### src/rtl/fc_layer_ctrl.sv
// FC-layer sequencer: walks dual-lane weights and input activations one neuron at a time,
// strobes the MAC in step with memory read latency, and hands each neuron to argmax.
// Optional bias fetch is enabled by defining FC_BIAS_EN.
module fc_layer_ctrl #(
  parameter int N_IN   = 384,
  parameter int N_OUT  = 10,
  parameter int RD_LAT = 1,
  parameter int AW     = 12,
  parameter int XW     = 9
) (
  input  logic          clk,
  input  logic          reset,
  input  logic          start,
  output logic          busy,
  output logic          done,
  output logic          w_rd_en,
  output logic [AW-1:0] w_addr0,
  output logic [AW-1:0] w_addr1,
  output logic [XW-1:0] x_addr0,
  output logic [XW-1:0] x_addr1,
  output logic          mac_en,
  output logic          acc_first,
  output logic          out_valid,
  input  logic          out_ready,
  output logic [3:0]    out_idx
`ifdef FC_BIAS_EN
  ,
  output logic          b_rd_en,
  output logic [3:0]    b_addr,
  output logic          bias_add
`endif
);

  localparam int H  = N_IN / 2;
  localparam int KW = (H > 1) ? $clog2(H) : 1;

  localparam logic [KW-1:0] K_LAST = KW'(H - 1);
  localparam logic [3:0]    O_LAST = 4'(N_OUT - 1);
  localparam logic [2:0]    D_LAST = 3'(RD_LAT - 1);
  localparam logic [AW-1:0] NIN_A  = AW'(N_IN);
  localparam logic [AW-1:0] H_A    = AW'(H);
  localparam logic [XW-1:0] H_X    = XW'(H);

  typedef enum logic [1:0] {IDLE, RUN, DRAIN, EMIT} state_t;

  state_t          state, state_n;
  logic [3:0]      o;
  logic [KW-1:0]   k;
  logic [2:0]      dcnt;
  logic [AW-1:0]   base;
  logic            first_rd;
  logic [RD_LAT-1:0] en_sr;
  logic [RD_LAT-1:0] first_sr;

  always_ff @(posedge clk or posedge reset) begin
    if (reset) state <= IDLE;
    else       state <= state_n;
  end

  // done is still high in the first IDLE cycle, which blocks a start landing on it
  always_comb begin
    state_n   = state;
    busy      = 1'b0;
    w_rd_en   = 1'b0;
    out_valid = 1'b0;
    first_rd  = 1'b0;
    unique case (state)
      IDLE: begin
        if (start && !done) state_n = RUN;
      end
      RUN: begin
        busy     = 1'b1;
        w_rd_en  = 1'b1;
        first_rd = (k == '0);
        if (k == K_LAST) state_n = DRAIN;
      end
      DRAIN: begin
        busy = 1'b1;
        if (dcnt == D_LAST) state_n = EMIT;
      end
      EMIT: begin
        busy      = 1'b1;
        out_valid = 1'b1;
        if (out_ready) state_n = (o == O_LAST) ? IDLE : RUN;
      end
      default: state_n = IDLE;
    endcase
  end

  assign out_idx = o;

  // Addresses are registered and advanced incrementally; base steps by N_IN per neuron
  always_ff @(posedge clk or posedge reset) begin
    if (reset) begin
      o       <= '0;
      k       <= '0;
      dcnt    <= '0;
      base    <= '0;
      done    <= 1'b0;
      w_addr0 <= '0;
      w_addr1 <= '0;
      x_addr0 <= '0;
      x_addr1 <= '0;
    end else begin
      done <= 1'b0;
      unique case (state)
        IDLE: begin
          if (state_n == RUN) begin
            o       <= '0;
            k       <= '0;
            base    <= '0;
            w_addr0 <= '0;
            w_addr1 <= H_A;
            x_addr0 <= '0;
            x_addr1 <= H_X;
          end
        end
        RUN: begin
          dcnt <= '0;
          if (k != K_LAST) begin
            k       <= k + 1'b1;
            w_addr0 <= w_addr0 + 1'b1;
            w_addr1 <= w_addr1 + 1'b1;
            x_addr0 <= x_addr0 + 1'b1;
            x_addr1 <= x_addr1 + 1'b1;
          end
        end
        DRAIN: begin
          dcnt <= dcnt + 1'b1;
        end
        EMIT: begin
          if (out_ready) begin
            if (o == O_LAST) begin
              done <= 1'b1;
            end else begin
              o       <= o + 1'b1;
              k       <= '0;
              base    <= base + NIN_A;
              w_addr0 <= base + NIN_A;
              w_addr1 <= base + NIN_A + H_A;
              x_addr0 <= '0;
              x_addr1 <= H_X;
            end
          end
        end
        default: ;
      endcase
    end
  end

  always_ff @(posedge clk or posedge reset) begin
    if (reset) begin
      en_sr    <= '0;
      first_sr <= '0;
    end else begin
      en_sr[0]    <= w_rd_en;
      first_sr[0] <= first_rd;
      for (int unsigned i = 1; i < RD_LAT; i++) begin
        en_sr[i]    <= en_sr[i-1];
        first_sr[i] <= first_sr[i-1];
      end
    end
  end

  assign mac_en    = en_sr[RD_LAT-1];
  assign acc_first = first_sr[RD_LAT-1];

`ifdef FC_BIAS_EN
  // Bias memory shares the weight read latency, so it lines up with acc_first
  assign b_rd_en  = first_rd;
  assign b_addr   = o;
  assign bias_add = acc_first;
`endif

endmodule

### config.mk
export PLATFORM = sky130hd
export DESIGN_NAME = fc_layer_ctrl
export DESIGN_NICKNAME = d
export VERILOG_FILES = /design/src/rtl/fc_layer_ctrl.sv
export SDC_FILE = /design/constraint.sdc
export NUM_CORES = 1
export LEC_CHECK = 0
export ABC_AREA = 1
export ABC_CLOCK_PERIOD_IN_PS = 2600
export CORE_ASPECT_RATIO = 0.5
export CORE_UTILIZATION = 40
export CTS_CLUSTER_SIZE = 14
export DETAILED_ROUTE_END_ITERATION = 12
export PLACE_DENSITY = 0.64
export SYNTH_ARGS = -nofsm -noshare
export SYNTH_HDL_FRONTEND = slang
export SYNTH_SLANG_ARGS = --single-unit
### constraint.sdc
create_clock -name clk -period 2.6 [get_ports clk]
set_input_delay 0.52 -clock clk [delete_from_list [all_inputs] [get_ports clk]]
set_output_delay 0.52 -clock clk [all_outputs]
set_load 0.02 [all_outputs]
Word level (Yosys, flattened, before mapping)

Index checks and enable logic that the tools add are counted.

Bits in registers: 74
Bits in latches: 0
Bits in writable memories: 0
Bits in read-only memories: 0
Input bits: 4
Output and inout port bits: 52
Word-level logic and storage cells: 87
Memories kept: 0

Add/sub/neg operators: 9
Multiply operators: 0
Divide/modulo/power cells: 0
Magnitude comparators: 0
Eq/ne operators: 11
Shift-type cells: 0
Muxes and demuxes: 44
Bitwise operators: 0
Reductions and logical operators: 11

Operators by type and width:

| kind                    | count |
|---|---|
| $mux W12                | 8 |
| $mux W9                 | 8 |
| $pmux W12 S3            | 2 |
| $pmux W9 S3             | 2 |
| $mux W8                 | 4 |
| $add A12 B1 Y12 const B | 2 |
| $pmux W12 S2            | 1 |
| $pmux W8 S3             | 1 |
| $add A9 B1 Y9 const B   | 2 |
| $add A12 B8 Y12 const B | 1 |
| $add A12 B9 Y12 const B | 1 |
| $mux W4                 | 3 |
| $add A8 B1 Y8 const B   | 1 |
| $eq A8 B8 Y1 const B    | 1 |
| $logic_not A8 Y1        | 1 |
| $mux W1                 | 8 |
| $mux W2                 | 4 |
| $ne A2 B2 Y1 const B    | 4 |
| $ne A8 B8 Y1 const B    | 1 |
| $pmux W2 S4             | 1 |
| $pmux W4 S2             | 1 |
| $pmux W3 S2             | 1 |
| $reduce_and A5 Y1       | 1 |
| $add A4 B1 Y4 const B   | 1 |
| 12 further kinds        | 15 |

Depth between registers and ports, before layout

Gate-level depths: netlist of run 1.

Depth in word-level cells: 7
Mapped depth: 12

Least setup slack after synthesis of run 1

OpenSTA, ideal clock, no wires.

Path kind: register to register
From: register state[0]
To: register w_addr1[3]
Arrival time: 1.618 ns
Required time: 2.479 ns
Setup slack: 0.861 ns
Stages on the path, launching flop included: 11
Buffers on the path: 1
Period minus slack after synthesis: 1.739 ns
Cell sequence: dfrtp_1 ha_1 inv_2 nor2_1 inv_1 nand4_2 nor2_4 inv_4 buf_6 nand2_1 o21ai_1

Longest elaborated chain between the ends: 5

RTL lines:

| what                                 | line    | text |
|---|---|---|
| from (decl)                          | 46      | `state_t state, state_n;` |
| from (signal assigned)               | 57      | `else state <= state_n;` |
| $eq A2 B2 Y1 (tied with other cells) | 67, 106 |  |
| $pmux W2 S4                          | 67      | `unique case (state)` |
| $eq A2 B1 Y1                         | 108     | `if (state_n == RUN) begin` |
| $ne A2 B2 Y1 (no source line)        | -       |  |
| $reduce_and A5 Y1 (no source line)   | -       |  |
| to (signal assigned)                 | 123     | `w_addr1 <= w_addr1 + 1'b1;` |
| to (signal assigned)                 | 140     | `w_addr1 <= base + NIN_A + H_A;` |
| to (decl)                            | 18      | `output logic [AW-1:0] w_addr1,` |

Parallel ways exist; a longest one is shown, timed or not.
A chain may end at the register's enable or synchronous reset.

Worst setup path in the final report of run 1

From: register state[0]
To: register k[2]

Longest elaborated chain between the ends: 5

RTL lines:

| what                                 | line    | text |
|---|---|---|
| $eq A2 B2 Y1 (tied with other cells) | 67, 106 |  |
| $pmux W2 S4                          | 67      |  |
| $eq A2 B1 Y1                         | 108     |  |
| $ne A2 B2 Y1 (no source line)        | -       |  |
| $reduce_and A5 Y1 (no source line)   | -       |  |
| to (signal assigned)                 | 121     | `k <= k + 1'b1;` |
| to (decl)                            | 48      | `logic [KW-1:0] k;` |

Parallel ways exist; a longest one is shown, timed or not.

==> results of run 1 <==
-- power breakdown --
group / internal [mW] / switching, mW
Sequential: 1.04 / 0
Clock: 0.763 / 0.458
Combinational: 0.0103 / 0.0232
Total: 1.82 / 0.481
-- cell type report --
class | count | area share, %
clock buffers | 11 | 4.84
clock inverters | 5 | 1.05
inverters | 59 | 4.47
multi-input cells | 404 | 40.4
flip-flops and latches | 67 | 33.5
well taps | 135 | 3.37
repair buffers | 61 | 12.4
-- worst max-delay path: cells and delay by family (launching register included) --
kind            cells  cell delay (ns)
simple gates        4             0.87
compound gates      1             0.09
fa+ha+maj           1             0.29
buf+inv             2             0.52
flops               1             0.42
-- cells by family (layout without fill, tap and decap cells) --
group,count (synthesis),after routing
AO/OA/AOI/OAI,55,55
XOR/XNOR,21,21
adder cells (fa/ha/maj),17,17
buffers and inverters,77,136
flip-flops,67,67
AND/OR/NAND/NOR,310,311
-- flip-flops by register name (all words and copies together) (netlist names) --
| name | count |
|---|---|
| x_addr0 | 9 |
| k | 8 |
| out_idx | 4 |
| done | 1 |
| w_addr0 | 12 |
| x_addr1 | 9 |
| w_addr1 | 12 |
| state | 2 |
| mac_en | 1 |
| base | 5 |
| acc_first | 1 |
| dcnt | 3 |
-- placed cells by master, fill, tap and decap left out, types with 2 or more instances in the layout --
cell type / netlist / routed
sky130_fd_sc_hd__nand4_1: 12 / 12
sky130_fd_sc_hd__buf_12: 0 / 2
sky130_fd_sc_hd__xor2_1: 15 / 15
sky130_fd_sc_hd__clkinv_2: 0 / 3
sky130_fd_sc_hd__nor3_1: 4 / 4
sky130_fd_sc_hd__nand2_1: 176 / 176
sky130_fd_sc_hd__buf_4: 1 / 4
sky130_fd_sc_hd__o21ai_1: 13 / 13
sky130_fd_sc_hd__ha_1: 17 / 17
sky130_fd_sc_hd__or2_2: 5 / 5
sky130_fd_sc_hd__o21ai_0: 30 / 30
sky130_fd_sc_hd__nand3_1: 53 / 53
sky130_fd_sc_hd__nand3b_1: 5 / 5
sky130_fd_sc_hd__inv_2: 1 / 2
sky130_fd_sc_hd__inv_1: 57 / 56
sky130_fd_sc_hd__xnor2_1: 6 / 6
sky130_fd_sc_hd__clkdlybuf4s50_1: 0 / 55
sky130_fd_sc_hd__nor3b_1: 2 / 2
sky130_fd_sc_hd__nor2_2: 2 / 3
sky130_fd_sc_hd__o21bai_1: 3 / 3
sky130_fd_sc_hd__clkbuf_16: 0 / 9
sky130_fd_sc_hd__dfrtp_1: 67 / 67
sky130_fd_sc_hd__a21oi_1: 6 / 6
sky130_fd_sc_hd__nor2_1: 47 / 47
-- metal layers --
layer  vias to the layer above  part of all wire [%]  wire length (um)  track usage [%]
met5                         -                     0                 0                0
met4                         0                   1.0                96             5.85
met3                         9                   5.4               505             5.31
met2                        73                    43              4000             28.2
met1                      1611                    51              4700             26.7
li1                       1856                     -                 -                -
-- metrics by stage --
| stage | total power [mW] | setup TNS (ns) | util [%] | hold WS (ns) |
|---|---|---|---|---|
| after floorplan | 1.08 | 0 | - | 0.469 |
| after global placement | 1.10 | -0.0125 | 48.9 | 0.489 |
| after detailed placement | 1.10 | -0.324 | 48.9 | 0.498 |
| after CTS | 2.33 | 0 | 51.9 | 0.512 |
| after global routing | 2.38 | 0 | 52.0 | 0.554 |
| final | 2.30 | 0 | 52.0 | 0.514 |
-- path summary, 6_finish.rpt --
kind,start,slack (ns),to
max,state[0],0.31,k[2]
min,base[8],0.51,base[8]
max reg2reg,state[0],0.31,k[2]
min reg2reg,base[8],0.51,base[8]
max in group asynchronous,reset,1.53,w_addr0[10]
min in group asynchronous,reset,0.55,dcnt[2]
==> results.sh, run 1 <==
export IMPL_endpoint_kind="flip-flop"
export IMPL_final_max_slew_violation_count=0
export IMPL_finClkSkew_ns=0.00674
export IMPL_via_per_inst=4.78
export IMPL_largest_net_degree_at_the_start_of_global_routing=41
export IMPL_tritoncts="yes"
export IMPL_critPathMaxStageDelay_ns=0.42
export IMPL_area_share_of_the_largest_cell_type_after_synthesis_pct=41.4
export IMPL_layoutNonFillerInstCount=742
export IMPL_wire_per_inst_um=12.5
export IMPL_postSynthRegisterBits=67
export IMPL_period_share_pct=87.9
export IMPL_rows=25
export IMPL_clock_sinks=67
export IMPL_vias=3549
export IMPL_relSlewSlack_pct=50.4
export IMPL_ys_async_sr_fraction_pct=100
export IMPL_cts_max_level=3
export IMPL_worst_skew_pair_late_latency_ns=0.34
export IMPL_postCtsResizedCells=0
export IMPL_most_common_cell_on_crit_path="sky130_fd_sc_hd__nand3_1"
export IMPL_layout_overhead_on_the_synthesized_area_pct=23.8
export IMPL_compound_gate_fraction_of_synth_area_pct=7.14
export IMPL_drc=0
export IMPL_cts_buffer_depth=2
export IMPL_syn_mean_instance_area_um2=7.40
export IMPL_clkTransAtPathRegs_ns=0.06
export IMPL_dpl_instance_area_mm2=0.00471
export IMPL_critical_path_peak_fanout=32
export IMPL_power_static_leakage_nw=2.38
export IMPL_1st_pass_router_iterations=4
export IMPL_synth_yosys_seq_area_share_pct=41.4
export IMPL_dominant_combinational_cell_family_by_area_after_synthesis="simple AND/OR/NAND/NOR gates"
export IMPL_critical_path_cell_chain="inv_1 -> ha_1 -> nand3_1 -> nand4_2 -> nor2_4 -> buf_4 -> nand3_1 -> o21ai_0"
export IMPL_multi_input_comb_area_mm2=0.00203
export IMPL_ios=56
export IMPL_vdd_drop_max_mv=0.358
export IMPL_post_route_worst_setup_slack_ns=0.314
export IMPL_tightestPinTransition_ns=0.743
export IMPL_critical_path_arrival_ns=2.54
export IMPL_timing_setup_critical_path_class="flip-flop to flip-flop"
export IMPL_post_synth_fa_ha_maj_area_fraction_pct=5.26
export IMPL_post_synth_design_cell_area_mm2=0.00405
export IMPL_design_area_mm2=0.00501
export IMPL_ys_top_cells_by_area="sky130_fd_sc_hd__dfrtp_1, sky130_fd_sc_hd__nand2_1, sky130_fd_sc_hd__nand3_1, sky130_fd_sc_hd__inv_1, sky130_fd_sc_hd__ha_1"
export IMPL_grtUsageTotal_pct=19.0
export IMPL_globalRouteOverflowTotal=0
export IMPL_finalWeightedCongestion=0.842
export IMPL_final_min_clock_period_ns=2.29
export IMPL_drtAntennaViolNets=0
export IMPL_synthTopCellsByCount="sky130_fd_sc_hd__nand2_1, sky130_fd_sc_hd__dfrtp_1, sky130_fd_sc_hd__inv_1, sky130_fd_sc_hd__nand3_1, sky130_fd_sc_hd__nor2_1"
export IMPL_number_of_antenna_violations_at_the_first_check_in_global_routing=0
export IMPL_dp_slack_ns=-0.0338
export IMPL_core_area_mm2=0.00963
export IMPL_die_x_um=144
export IMPL_initial_utilization_pct=42.0
export IMPL_yosys_most_used_dff="sky130_fd_sc_hd__dfrtp_1"
export IMPL_synth_edff_count=0
export IMPL_worst_hold_path_num_cells=2
export IMPL_r2r_worst_path_cells=8
export IMPL_post_synth_top_count_cell="sky130_fd_sc_hd__nand2_1"
export IMPL_post_synth_xor_area_fraction_pct=4.54
export IMPL_sequential_cell_area_mm2=0.00168
export IMPL_num_nets_final=623
export IMPL_insertedDiodeCount=0
export IMPL_fraction_of_the_mapped_netlist_area_in_simple_logic_gates_pct=33.0
export IMPL_run_status="completed"
export IMPL_number_of_drc_violations_after_detailed_routing_iteration_0=212
export IMPL_achievable_frequency_mhz=437
export IMPL_number_of_distinct_library_cells_after_synthesis=32
export IMPL_pwr_density_cell_mw_per_mm2=459
export IMPL_hold_viol=0
export IMPL_grt_pass1_vias=3231
export IMPL_post_route_cells_drive_above_1_share_pct=6.10
export IMPL_number_of_warnings_reported_in_the_yosys_synthesis_log=0
export IMPL_wl_um=9310
export IMPL_yosys_mux_area_fraction_pct=0
export IMPL_ctsRootBufferMaster="sky130_fd_sc_hd__clkbuf_16"
export IMPL_synth_fp_nets=568
export IMPL_cp_max_delay_cell="sky130_fd_sc_hd__dfrtp_1"
export IMPL_grt_pass1_wl_um=15400
export IMPL_hpwlAfterDp_um=6180
export IMPL_setup_violations=0
export IMPL_port_buffer_count=55
export IMPL_netlist_instances=547
export IMPL_cp_start_kind="flip-flop"
export IMPL_tritoncts_num_buffers=9
export IMPL_filler_cell_count=945
export IMPL_cts_hold_buffers=0
export IMPL_post_place_cells=725
export IMPL_die_area_mm2=0.0105
export IMPL_synth_largest_area_cell="sky130_fd_sc_hd__dfrtp_1"
export IMPL_holdCritPathClass="flip-flop to flip-flop"
export IMPL_maxCapViolations=0
export IMPL_cts_repair_timing_setup_buffer_count=0
export IMPL_rsz0062_at_grt="false"
export IMPL_worst_endpoint_required_ns=2.85
export IMPL_chipHeight_um=73.1
No activity file was read; power rests on OpenSTA's default activity.
==> inputs of run 2 (changes only) <==
--- a/config.mk
+++ b/config.mk
@@ -9,7 +9,6 @@
 export ABC_CLOCK_PERIOD_IN_PS = 2600
 export CORE_ASPECT_RATIO = 0.5
 export CORE_UTILIZATION = 40
-export CTS_CLUSTER_SIZE = 14
 export DETAILED_ROUTE_END_ITERATION = 12
 export PLACE_DENSITY = 0.64
 export SYNTH_ARGS = -nofsm -noshare
==> results of run 2 <==
No change in the layout: final DEF, timing and power equal those of run 1.
==> inputs of run 3 (changes only) <==
==> constraint.sdc (replaced) <==
create_clock -name clk -period 2.6 [get_ports clk]
set_input_delay 0.52 -clock clk [delete_from_list [all_inputs] [get_ports clk]]
set_output_delay 0.52 -clock clk [all_outputs]
set_load 0.1 [all_outputs]
==> run 3 against run 2 <==
  * Utilization shrank 1.4 points
  * Design area shrank 2.6%
  * Clock power shrank 6%
  * Wire length shrank 1.4%
  * Clock-buffer cell count grew 2
  * Critical path type is now flip-flop to output pin
  * Critical endpoint is now w_rd_en
==> results.sh, run 3 (synthesis results as in run 1) <==
export IMPL_registers_with_the_most_flip_flops="w_addr0: 12 flops, w_addr1: 12 flops"
export IMPL_maxCapViolations=0
export IMPL_finClkSkew_ns=0.00639
export IMPL_initial_utilization_pct=42.0
export IMPL_1st_pass_router_iterations=4
export IMPL_routed_wl_met2_um=3890
export IMPL_met1Wirelength_um=4740
export IMPL_ios=56
export IMPL_endpoint_kind="output pin"
export IMPL_number_of_antenna_violations_at_the_first_check_in_global_routing=0
export IMPL_ctsRootBufferMaster="sky130_fd_sc_hd__clkbuf_16"
export IMPL_largest_net_degree_at_the_start_of_global_routing=68
export IMPL_hold_viol=0
export IMPL_clock_sinks=67
export IMPL_period_share_pct=91.6
export IMPL_cts_max_level=3
export IMPL_layout_overhead_on_the_synthesized_area_pct=20.6
export IMPL_critical_path_arrival_ns=1.86
export IMPL_power_static_leakage_nw=2.45
export IMPL_tritoncts_num_buffers=9
export IMPL_cp_max_delay_cell="sky130_fd_sc_hd__ha_1"
export IMPL_via_per_inst=4.77
export IMPL_wl_um=9180
export IMPL_finalWeightedCongestion=0.791
export IMPL_rows=25
export IMPL_vdd_drop_max_mv=0.290
export IMPL_final_min_clock_period_ns=2.38
export IMPL_cts_buffer_depth=2
export IMPL_cell_family_with_most_cp_delay="buffers and inverters"
export IMPL_grt_pass1_vias=3149
export IMPL_hpwlAfterDp_um=6290
export IMPL_layout_cells_most_common_list="sky130_fd_sc_hd__nand2_1, sky130_fd_sc_hd__dfrtp_1, sky130_fd_sc_hd__inv_1, sky130_fd_sc_hd__buf_4, sky130_fd_sc_hd__nand3_1"
export IMPL_chipHeight_um=73.1
export IMPL_critical_path_peak_fanout=15
export IMPL_cp_start_kind="flip-flop"
export IMPL_post_route_worst_setup_slack_ns=0.219
export IMPL_rsz0062_at_grt="false"
export IMPL_final_common_cell="sky130_fd_sc_hd__nand2_1"
export IMPL_critical_path_cell_chain="inv_1 -> ha_1 -> buf_4 -> buf_12"
export IMPL_tightestPinTransition_ns=0.711
export IMPL_setup_violations=0
export IMPL_number_of_drc_violations_after_detailed_routing_iteration_0=203
export IMPL_vias=3537
export IMPL_die_area_mm2=0.0105
export IMPL_wl_met3_um=451
export IMPL_clkTransAtPathRegs_ns=0.06
export IMPL_globalRouteOverflowTotal=0
export IMPL_postCtsResizedCells=0
export IMPL_holdCritPathClass="flip-flop to flip-flop"
export IMPL_grtUsageTotal_pct=19.3
export IMPL_port_buffer_count=55
export IMPL_num_nets_final=623
export IMPL_final_setup_tns_ns=0
export IMPL_timing_setup_critical_path_class="flip-flop to output pin"
export IMPL_final_max_slew_violation_count=0
export IMPL_grt_pass1_wl_um=15400
export IMPL_achievable_frequency_mhz=420
export IMPL_critPathBufInv=3
export IMPL_worst_endpoint_required_ns=2.08
export IMPL_pwr_density_cell_mw_per_mm2=456
export IMPL_run_status="completed"
export IMPL_post_route_cells_drive_above_1_share_pct=14.5
export IMPL_cts_hold_buffers=0
export IMPL_core_area_mm2=0.00963
export IMPL_wire_per_inst_um=12.4
export IMPL_drtAntennaViolNets=0
export IMPL_cts_repair_timing_setup_buffer_count=0
export IMPL_tritoncts="yes"
export IMPL_die_x_um=144
export IMPL_insertedDiodeCount=0
export IMPL_dp_slack_ns=0.368
export IMPL_top_layer_used="met4"
export IMPL_relSlewSlack_pct=52.6
export IMPL_drc=0
export IMPL_critPathMaxStageDelay_ns=0.44
export IMPL_worst_skew_pair_late_latency_ns=0.33
-- run 3: cell types whose count changed in the layout (fill, tap and decap cells not counted), sizes merged --
| cell | change |
|---|---|
| buf | +53 |
| clkdlybuf4s50 | -52 |
| clkbuf | +2 |
| bufinv | -1 |
| clkinv | -1 |
| clkinvlp | -1 |
| nor2 | -1 |
-- run 3: layout make-up --
class                           count  area (um2)
Tap cell                          135         169
Fill cell                         951        4750
Inverter                           59         224
Sequential cell                    67        1680
Clock inverter                      2        10.0
Timing Repair Buffer               62         510
Multi-Input combinational cell    403        2020
Clock buffer                       13         270
-- run 3: where the power goes --
part / switching, mW / total, mW / internal (mW)
clock: 0.438 / 1.15 / 0.715
combinational: 0.0223 / 0.0298 / 0.00750
sequential: 0 / 1.04 / 1.04
-- run 3: final timing paths --
kind / start / end / slack (ns) / cells past startpoint
max in group asynchronous: reset / dcnt[1] / 1.71 / 3
hold / removal: base[8] / base[8] / 0.52 / 2
setup / recovery: state[1] / w_rd_en / 0.22 / 4
setup reg to reg: state[1] / w_addr1[7] / 0.53 / 8
hold reg to reg: base[8] / base[8] / 0.52 / 2
min in group asynchronous: reset / dcnt[0] / 0.56 / 3
-- run 3: tightest hold or removal path, delay by kind of cell (launching register included) --
family | cells | cell delay (ns)
AO/OA/AOI/OAI | 1 | 0.06
flip-flops | 1 | 0.37
AND/OR/NAND/NOR | 1 | 0.06
-- run 3: through the flow --
stage	util (%)	hold WS, ns	area [um2]	instances	power (mW)
after CTS	50.6	0.517	4880	741	2.26
after floorplan	-	0.469	4050	547	1.08
final	50.6	0.523	4880	741	2.23
after global placement	47.7	0.499	4600	726	1.09
after global routing	50.6	0.555	4880	741	2.31
after detailed placement	47.7	0.504	4600	726	1.09
-- run 3: per-layer routing --
metal	track usage, %	up-vias
li1	-	1852
met5	0	-
met4	4.21	0
met3	6.82	8
met2	29.1	60
met1	26.4	1617
